[src/rtl/mac_stop_mem_pkg.sv]
// Shared types and width helpers for the MAC-stop matrix store.
// Imported by the stream controller and the store top.
package mac_stop_mem_pkg;

   typedef enum logic [1:0] {
      OP_ROW_A   = 2'd0,
      OP_COL_B   = 2'd1,
      OP_ROW_C   = 2'd2,
      OP_CLEAR_C = 2'd3
   } cmd_op_e;

   typedef enum logic [1:0] {
      ST_IDLE   = 2'd0,
      ST_STREAM = 2'd1,
      ST_DRAIN  = 2'd2,
      ST_CLEAR  = 2'd3
   } state_e;

   function automatic int max3(input int a, input int b, input int c);
      int m;
      m = (a > b) ? a : b;
      return (m > c) ? m : c;
   endfunction

   function automatic int clog2m1(input int v);
      return (v > 1) ? $clog2(v) : 1;
   endfunction

endpackage

[src/rtl/mac_stop_stream_ctrl.sv]
// Stream engine: command FSM, element counter, single-entry output
// register, C clear sequencer and error pulse generation.
module mac_stop_stream_ctrl
   import mac_stop_mem_pkg::*;
#(
   parameter int M  = 4,
   parameter int K  = 4,
   parameter int N  = 4,
   parameter int RW = 66,
   parameter int IW = 2,
   parameter int MA = 2,
   parameter int NA = 2,
   parameter int CW = 3
) (
   input  logic          clk_i,
   input  logic          reset_i,
   input  logic          cmd_valid_i,
   output logic          cmd_ready_o,
   input  logic [1:0]    cmd_op_i,
   input  logic [IW-1:0] cmd_idx_i,
   output logic          s_valid_o,
   input  logic          s_ready_i,
   output logic [RW-1:0] s_data_o,
   output logic          s_last_o,
   output logic          busy_o,
   output logic          err_o,
   input  logic          mem_req_i,
   output cmd_op_e       rd_op_o,
   output logic [IW-1:0] rd_idx_o,
   output logic [CW-1:0] rd_cnt_o,
   input  logic [RW-1:0] elem_i,
   output logic          clr_we_o,
   output logic [MA-1:0] clr_row_o,
   output logic [NA-1:0] clr_col_o
);

   localparam logic [CW-1:0] KL = CW'(K - 1);
   localparam logic [CW-1:0] NL = CW'(N - 1);

   state_e        state_q;
   cmd_op_e       op_q;
   logic [IW-1:0] idx_q;
   logic [CW-1:0] cnt_q;
   logic          sv_q;
   logic          sl_q;
   logic          err_q;
   logic [RW-1:0] sd_q;
   logic [MA-1:0] cr_q;
   logic [NA-1:0] cc_q;

   cmd_op_e cop;
   logic    idle;
   logic    accept;
   logic    in_range;
   logic    strm_op;
   logic    is_last;
   logic    load;

   // In IDLE the read port follows the command so element 0 loads on accept
   always_comb begin
      idle     = (state_q == ST_IDLE);
      cop      = cmd_op_e'(cmd_op_i);
      accept   = cmd_valid_i & idle;
      rd_op_o  = idle ? cop : op_q;
      rd_idx_o = idle ? cmd_idx_i : idx_q;
      rd_cnt_o = idle ? '0 : cnt_q;
      in_range = 1'b1;
      unique case (1'b1)
         (cop == OP_ROW_A): in_range = int'(cmd_idx_i) < M;
         (cop == OP_ROW_C): in_range = int'(cmd_idx_i) < M;
         (cop == OP_COL_B): in_range = int'(cmd_idx_i) < N;
         default:           in_range = 1'b1;
      endcase
      strm_op = (cop != OP_CLEAR_C);
      is_last = (rd_op_o == OP_ROW_C) ? (rd_cnt_o == NL)
                                      : (rd_cnt_o == KL);
      load = (accept & strm_op & in_range)
           | ((state_q == ST_STREAM) & (!sv_q | s_ready_i));
   end

   always_ff @(posedge clk_i) begin
      if (reset_i) begin
         state_q <= ST_IDLE;
         op_q    <= OP_ROW_A;
         idx_q   <= '0;
         cnt_q   <= '0;
         sv_q    <= 1'b0;
         sl_q    <= 1'b0;
         sd_q    <= '0;
         err_q   <= 1'b0;
         cr_q    <= '0;
         cc_q    <= '0;
      end else begin
         err_q <= (!idle & mem_req_i) | (accept & !in_range);
         if (load) begin
            sv_q  <= 1'b1;
            sd_q  <= elem_i;
            sl_q  <= is_last;
            cnt_q <= rd_cnt_o + CW'(1);
         end
         unique case (state_q)
            ST_IDLE: begin
               if (accept) begin
                  op_q  <= cop;
                  idx_q <= cmd_idx_i;
                  cr_q  <= '0;
                  cc_q  <= '0;
                  if (!strm_op) begin
                     state_q <= ST_CLEAR;
                  end else if (in_range) begin
                     state_q <= is_last ? ST_DRAIN : ST_STREAM;
                  end
               end
            end
            ST_STREAM: begin
               if (load && is_last) state_q <= ST_DRAIN;
            end
            ST_DRAIN: begin
               if (sv_q && s_ready_i) begin
                  sv_q    <= 1'b0;
                  sl_q    <= 1'b0;
                  state_q <= ST_IDLE;
               end
            end
            ST_CLEAR: begin
               if (cc_q == NA'(N - 1)) begin
                  cc_q <= '0;
                  cr_q <= cr_q + MA'(1);
                  if (cr_q == MA'(M - 1)) state_q <= ST_IDLE;
               end else begin
                  cc_q <= cc_q + NA'(1);
               end
            end
            default: state_q <= ST_IDLE;
         endcase
      end
   end

   assign cmd_ready_o = idle;
   assign busy_o      = !idle;
   assign s_valid_o   = sv_q;
   assign s_data_o    = sd_q;
   assign s_last_o    = sl_q;
   assign err_o       = err_q;
   assign clr_we_o    = (state_q == ST_CLEAR);
   assign clr_row_o   = cr_q;
   assign clr_col_o   = cc_q;

endmodule

[src/rtl/mac_stop_mem_stream.sv]
// A/B/C matrix store with registered random access, C accumulate and
// a stream engine that owns the arrays while busy.
module mac_stop_mem_stream
   import mac_stop_mem_pkg::*;
#(
   parameter int M  = 4,
   parameter int K  = 4,
   parameter int N  = 4,
   parameter int DW = 32,
   parameter int RW = 2 * DW + $clog2(K),
   parameter int IW = clog2m1(max3(M, K, N))
) (
   input  logic                  clk,
   input  logic                  reset,
   input  logic                  a_we,
   input  logic                  a_re,
   input  logic [clog2m1(M)-1:0] a_row,
   input  logic [clog2m1(K)-1:0] a_col,
   input  logic [DW-1:0]         a_wdata,
   output logic [DW-1:0]         a_rdata,
   input  logic                  b_we,
   input  logic                  b_re,
   input  logic [clog2m1(K)-1:0] b_row,
   input  logic [clog2m1(N)-1:0] b_col,
   input  logic [DW-1:0]         b_wdata,
   output logic [DW-1:0]         b_rdata,
   input  logic                  c_we,
   input  logic                  c_acc,
   input  logic                  c_re,
   input  logic [clog2m1(M)-1:0] c_row,
   input  logic [clog2m1(N)-1:0] c_col,
   input  logic [RW-1:0]         c_wdata,
   output logic [RW-1:0]         c_rdata,
   output logic [2:0]            rd_valid,
   input  logic                  cmd_valid,
   output logic                  cmd_ready,
   input  logic [1:0]            cmd_op,
   input  logic [IW-1:0]         cmd_idx,
   output logic                  s_valid,
   input  logic                  s_ready,
   output logic [RW-1:0]         s_data,
   output logic                  s_last,
   output logic                  busy,
   output logic                  err
);

   localparam int MA = clog2m1(M);
   localparam int KA = clog2m1(K);
   localparam int NA = clog2m1(N);
   localparam int CW = $clog2(max3(K, N, 1) + 1);

   logic [DW-1:0] a_q [M][K];
   logic [DW-1:0] b_q [K][N];
   logic [RW-1:0] c_q [M][N];
   logic [DW-1:0] a_rdata_q;
   logic [DW-1:0] b_rdata_q;
   logic [RW-1:0] c_rdata_q;
   logic [2:0]    rd_valid_q;

   cmd_op_e       rd_op;
   logic [IW-1:0] rd_idx;
   logic [CW-1:0] rd_cnt;
   logic [RW-1:0] elem;
   logic          clr_we;
   logic [MA-1:0] clr_row;
   logic [NA-1:0] clr_col;
   logic          free;
   logic          mem_req;

   assign free    = !busy;
   assign mem_req = a_we | a_re | b_we | b_re | c_we | c_re;

   always_comb begin
      elem = '0;
      case (rd_op)
         OP_ROW_A: elem = RW'(a_q[rd_idx[MA-1:0]][rd_cnt[KA-1:0]]);
         OP_COL_B: elem = RW'(b_q[rd_cnt[KA-1:0]][rd_idx[NA-1:0]]);
         OP_ROW_C: elem = c_q[rd_idx[MA-1:0]][rd_cnt[NA-1:0]];
         default:  elem = '0;
      endcase
   end

   always_ff @(posedge clk) begin
      if (reset) begin
         for (int r = 0; r < M; r++)
            for (int c = 0; c < K; c++) a_q[r][c] <= '0;
         a_rdata_q <= '0;
      end else begin
         if (a_we & free) a_q[a_row][a_col] <= a_wdata;
         if (a_re & free) a_rdata_q <= a_q[a_row][a_col];
      end
   end

   always_ff @(posedge clk) begin
      if (reset) begin
         for (int r = 0; r < K; r++)
            for (int c = 0; c < N; c++) b_q[r][c] <= '0;
         b_rdata_q <= '0;
      end else begin
         if (b_we & free) b_q[b_row][b_col] <= b_wdata;
         if (b_re & free) b_rdata_q <= b_q[b_row][b_col];
      end
   end

   // Clear and host writes never collide: host writes are dropped while busy
   always_ff @(posedge clk) begin
      if (reset) begin
         for (int r = 0; r < M; r++)
            for (int c = 0; c < N; c++) c_q[r][c] <= '0;
         c_rdata_q <= '0;
      end else begin
         if (clr_we) begin
            c_q[clr_row][clr_col] <= '0;
         end else if (c_we & free) begin
            c_q[c_row][c_col] <= c_acc ? c_q[c_row][c_col] + c_wdata
                                       : c_wdata;
         end
         if (c_re & free) c_rdata_q <= c_q[c_row][c_col];
      end
   end

   always_ff @(posedge clk) begin
      if (reset) begin
         rd_valid_q <= '0;
      end else begin
         rd_valid_q <= {c_re & free, b_re & free, a_re & free};
      end
   end

   assign a_rdata  = a_rdata_q;
   assign b_rdata  = b_rdata_q;
   assign c_rdata  = c_rdata_q;
   assign rd_valid = rd_valid_q;

   mac_stop_stream_ctrl #(
      .M  (M),
      .K  (K),
      .N  (N),
      .RW (RW),
      .IW (IW),
      .MA (MA),
      .NA (NA),
      .CW (CW)
   ) u_ctrl (
      .clk_i       (clk),
      .reset_i     (reset),
      .cmd_valid_i (cmd_valid),
      .cmd_ready_o (cmd_ready),
      .cmd_op_i    (cmd_op),
      .cmd_idx_i   (cmd_idx),
      .s_valid_o   (s_valid),
      .s_ready_i   (s_ready),
      .s_data_o    (s_data),
      .s_last_o    (s_last),
      .busy_o      (busy),
      .err_o       (err),
      .mem_req_i   (mem_req),
      .rd_op_o     (rd_op),
      .rd_idx_o    (rd_idx),
      .rd_cnt_o    (rd_cnt),
      .elem_i      (elem),
      .clr_we_o    (clr_we),
      .clr_row_o   (clr_row),
      .clr_col_o   (clr_col)
   );

endmodule

[config.mk]
export PLATFORM = sky130hd
export DESIGN_NAME = mac_stop_mem_stream
export DESIGN_NICKNAME = d
export VERILOG_FILES = /design/src/rtl/mac_stop_mem_pkg.sv /design/src/rtl/mac_stop_stream_ctrl.sv /design/src/rtl/mac_stop_mem_stream.sv
export SDC_FILE = /design/constraint.sdc
export NUM_CORES = 2
export LEC_CHECK = 0
export CORE_MARGIN = 1.5
export CORE_UTILIZATION = 50
export CTS_CLUSTER_SIZE = 30
export DETAILED_ROUTE_END_ITERATION = 8
export GPL_TIMING_DRIVEN = 0
export PLACE_DENSITY = 0.77
export SYNTH_ARGS = -nofsm -noshare
export SYNTH_HDL_FRONTEND = slang
export SYNTH_SLANG_ARGS = --single-unit
[constraint.sdc]
create_clock -name clk -period 5.05 [get_ports clk]
set_input_delay 0.7575 -clock clk [delete_from_list [all_inputs] [get_ports clk]]
set_output_delay 0.7575 -clock clk [all_outputs]
set_load 0.02 [all_outputs]
# Word level (Yosys, flattened, before mapping)
# Memories as Yosys holds them, arrays and structs flattened.
# Index checks and enable logic that the tools add are counted.
# op_classes
div_mod_pow	0
reduce_logical	19
muxes	77
n_bitwise	23
shifts	0
n_eq_ne	14
magnitude_cmp	10
multipliers	0
add_sub_neg	4
# op_table
op	count
$mux 264	6
$mux 128	6
$reduce_or 264->1	2
$mux 66	7
$mux 32	10
$bmux 66 s2	2
$demux 66 s2	2
$bmux 32 s2	4
$reduce_or 128->1	2
$pmux 66 s3	1
$demux 32 s2	2
$add 66x66->66	1
$mux 2	16
$ge 3x3->1 const B	6
$not 2->3	6
$mux 1	17
$lt 3x1->1 const B	4
$and 1x1->1	10
$eq 2x2->1 const B	5
$ne 2x1->1 const B	4
$pmux 2 s2	2
$pmux 2 s4	1
$or 1x1->1	7
$logic_and 1x1->1	6
12 further kinds	18
# word_totals
word_cells	164
ram_bits	2080
mem_bits_ro	0
latch_bits	0
ff_bits	215
output_inout_bits	204
inputBits	157
mem_count	3
# memory_table
name	words	word_bits	read_ports	rd_clocked_by_memory_dff	wr	line	source
c_q	4	264	2	0	4	mac_stop_mem_stream.sv:54	logic [RW-1:0] c_q [M][N];
a_q	4	128	2	0	4	mac_stop_mem_stream.sv:52	logic [DW-1:0] a_q [M][K];
b_q	4	128	2	0	4	mac_stop_mem_stream.sv:53	logic [DW-1:0] b_q [K][N];

# Depth between registers and ports, before layout
# depth
word_depth	9
ltp_mapped	19
mapped_depth_nobuf	15

# Hierarchy
# A second synthesis with hierarchy kept.
# hier_totals
cells_unflattened	8106
area_unflattened_um2	119649.8
# by_module_without_submodules
module	n_inst	area_per_inst_um2	seq_area_each_um2	cells_each
mac_stop_mem_stream	1	116183.9	65122.5	7722
mac_stop_stream_ctrl	1	3465.8	1641.6	384

# Worst setup path before layout
# Ideal clock, no wire load.
# synth_path
path_type	input to register
from	in c_row[0]
to	mem c_q[1][248] (netlist name) (data pin)
stages	16
setup_slack_ps	-402
arrival_ps	5186
t_required_ps	4784
n_path_buf	4
setup_time_ps	266
path_cell_list	buf_2 -> clkbuf_1 -> buf_1 -> mux4_2 -> mux4_2 -> ha_1 -> nand2_1 -> or3_1 -> or4_1 -> o21a_2 -> o31ai_4 -> a31oi_1 -> xnor2_1 -> a22oi_2 -> buf_4 -> nor2_1
# synth_rtl
item	line	source
start, declared	mac_stop_mem_stream.sv:30	input logic [clog2m1(M)-1:0] c_row,
end, declared	mac_stop_mem_stream.sv:54	

==> run metrics <==
outcome=finished, violations left; failing checks=DRC, capacitance limit, slew limit, setup timing; clk_skew=64.1 ps; IR drop worst, VDD=0.000355 V; CP Cell Sequence=inv_1, ha_1, buf_4, inv_2, nor2_4, nand3b_1, buf_4, or3_1, o31ai_1, nand2_2, nand2b_2; CTS Hold Bufs=0; Initial Utilization=50.2%; Synth async-reset ratio=0%; layout cells sized above 1=22.0%; synth warn=0; Final Max Tran Viols=44; Die Wd=491 um; GRT Total Usage=38.0%; CTS tree=yes; clock slew at reported path FFs=60 ps; CP max FO=22; I/O Pins=361; Die ar.=0.241 mm2; Hold Path Class=input pin to flip-flop; Clock Latency Late Sink=960 ps; WL met3=82.7 mm; drt drc=2; synthesized area per cell=14.0 um2; Int Pwr=37.4 mW; Cells after Synth=8,499; total CTS buffers=228; first-pass GRT wire length=646 mm; final setup TNS=-16,880 ps; Vias per Instance=7.16; Distinct cells, synth=87; initial antenna violation count=39; GRT overflow=0; actual slew at the worst max-slew pin=1610 ps; Synth Flop Type=edfxtp_1; Slowest Stage Delay on Critical Path=1080 ps; Final Power=56.3 mW; most common cell after layout, fill and taps aside=edfxtp_1; H-tree levels=4; area of the mapped netlist=0.119 mm2; fillers=18,100; most frequent cells in the layout=edfxtp_1 (2,080), nor2_1 (1,200), mux4_2 (1,140); MaxCap Viol Count=4; Clock Power Share=31.6%; DR WL/cell=37.3 um; Sw Pwr=18.9 mW; CP max-delay cell=nand2b_2; dpl ws=-2920 ps; pin count of the biggest net entering global routing=44; Sw Ratio=33.6%; area grow syn2layout=14.9%; clk sinks=2,295; Worst setup SP type=flip-flop; Worst setup EP type=flip-flop; RSZ-0062 raised after global routing=yes; FF+latch count, synth=2,295; Pre-antenna DRT Iters=9; # setup viols final=283; row count=179; Die Y=491 um; Worst path most repeated cell=buf_4; Final Hold Viols=0; wl on met1=145 mm; placed cell count=12,000; WP data required=5590 ps; Critical path buffers and inverters=4; Non-Filler Instances=12,600; Fmax=0.191 GHz; nets=9,408; PortBufs=345; Crit path max-delay family=simple AND/OR/NAND/NOR gates; post-route worst setup slack=-174 ps; uppermost layer routed=met5; vias after detailed routing=90,000; routability cong.=1.03; Root Driver=clkbuf_16; Leakage=47.5 nW; clock buffer depth=3; Slew HR=-7.07%; met2 WL=199 mm; power density over the cells=411 mW/mm2; antenna viol nets, final=0; vias in the first global route=87,500; DRT Wirelength=469 mm; Final min period=5220 ps; combinational share of power=28.8%; critical path class=flip-flop to flip-flop; DP HPWL=315 mm; Core Area=0.238 mm2; post-synthesis sequential area ratio=56.0%; EDFF count, synth=2,080; Final period util=103%; Synth Net Count=8,734; DR iter-0 viols=17,000; Critical Path AT=5770 ps; Sequential Power Share=39.6%
metrics by stage:
stage          instance area (um2)  hold WS (ps)  util, %
3_3_place_gp                127000           444     53.4
2_1_floorplan               119000           436        -
6_report                    137000           292     57.7
5_1_grt                     137000           307     57.7
4_1_cts                     136000           259     57.3
3_5_place_dp                127000           450     53.6
synthesized netlist by cell type, types with 10 or more instances:
cell type,n,share of area (%)
nand4_1,27,0.14
mux2i_1,48,0.40
o21ai_1,16,0.067
nand2_1,688,2.2
buf_2,133,0.56
a222oi_1,32,0.27
nor2_1,1205,3.8
o21bai_1,18,0.11
a221o_1,33,0.28
or2_2,33,0.17
dfxtp_1,215,3.6
nor3_1,21,0.088
o21ai_0,39,0.16
a31oi_1,10,0.052
nand2b_1,29,0.15
edfxtp_1,2080,52
nor2b_1,38,0.20
nor2_2,11,0.058
a21o_1,33,0.21
nand3_1,62,0.26
clkbuf_1,572,1.8
mux2_2,51,0.48
a311oi_1,69,0.51
a22o_1,33,0.24
a21oi_1,331,1.4
xor2_1,20,0.15
buf_1,75,0.24
a211oi_1,37,0.23
a22oi_1,78,0.49
xnor2_1,38,0.28
ha_1,77,0.81
buf_4,13,0.082
and2_1,1031,5.4
inv_1,27,0.085
mux4_2,1140,22
flip-flops by register name, indices dropped and copies added, names as in the netlist, 2 cells and up:
name,flops
b_rdata,32
u_ctrl.s_data_o,66
u_ctrl.idx_q,2
u_ctrl.op_q,2
rd_valid,3
u_ctrl.state_q,2
c_rdata,66
u_ctrl.cnt_q,3
u_ctrl.clr_col_o,2
a_rdata,32
b_q,512
u_ctrl.clr_row_o,2
c_q,1056
a_q,512
timing repair:
item,CTS,global route
gates cloned,10,4
setup endpoints to repair,2014,897
pin swaps,24,23
buffers inserted,40,26
resized for setup,195,127
worst register-to-register path, stage by stage, from the launching register on:
cell and delay (ps):
dfxtp_1 350, inv_1 110, ha_1 400, buf_4 250
inv_2 210, nor2_4 610, nand3b_1 170, buf_4 220
or3_1 330, o31ai_1 330, nand2_2 760, nand2b_2 1090
path summary, 6_finish.rpt:
path / start / to / slack [ps] / depth (start not counted)
hold / removal: cmd_valid / u_ctrl.idx_q[0] / 290 / 3
setup / recovery: u_ctrl.state_q[0] / c_q[0][259] / -170 / 11
hold reg to reg: b_rdata[15] / b_rdata[15] / 460 / 2
setup reg to reg: u_ctrl.state_q[0] / c_q[0][259] / -170 / 11
routing by layer:
metal	track usage, %	up-vias
met5	0	-
met4	27.1	36
met3	16.8	2225
met2	55.0	9633
met1	45.5	44300
li1	-	33800
power by group through the flow:
| stage | registers (mW) | clock network [mW] | logic (mW) |
|---|---|---|---|
| after floorplan | 22.7 | 0 | 8.54 |
| after detailed placement | 22.6 | 0 | 14.9 |
| after global routing | 22.4 | 18.2 | 16.3 |
| after global placement | 22.6 | 0 | 14.6 |
| after CTS | 22.3 | 17.5 | 15.2 |
| final | 22.3 | 17.8 | 16.2 |
cell families (layout without fill, tap and decap cells):
family	count (synthesis)	in the layout	share of synthesized area (%)
other	0	26	0
AND/OR/NAND/NOR	3188	3198	12.7
flip-flops	2295	2295	56.0
multiplexers	1246	1246	22.5
XOR/XNOR	59	59	0.449
buffers and inverters	824	1693	2.78
AO/OA/AOI/OAI	809	809	4.77
adder cells (fa/ha/maj)	78	78	0.825
final cells by class:
class	instances	area (um2)	share of cell area, %
antenna	26	65.1	0.0475
buffer	793	3800	2.78
clock buffer	300	6220	4.54
clock inverter	135	1460	1.07
inverter	30	113	0.0822
multi-input combinational	5390	50000	36.5
sequential	2295	66800	48.7
tap	3167	3960	2.89
timing repair buffer	435	4600	3.35
No activity file was read; power rests on OpenSTA's default activity.
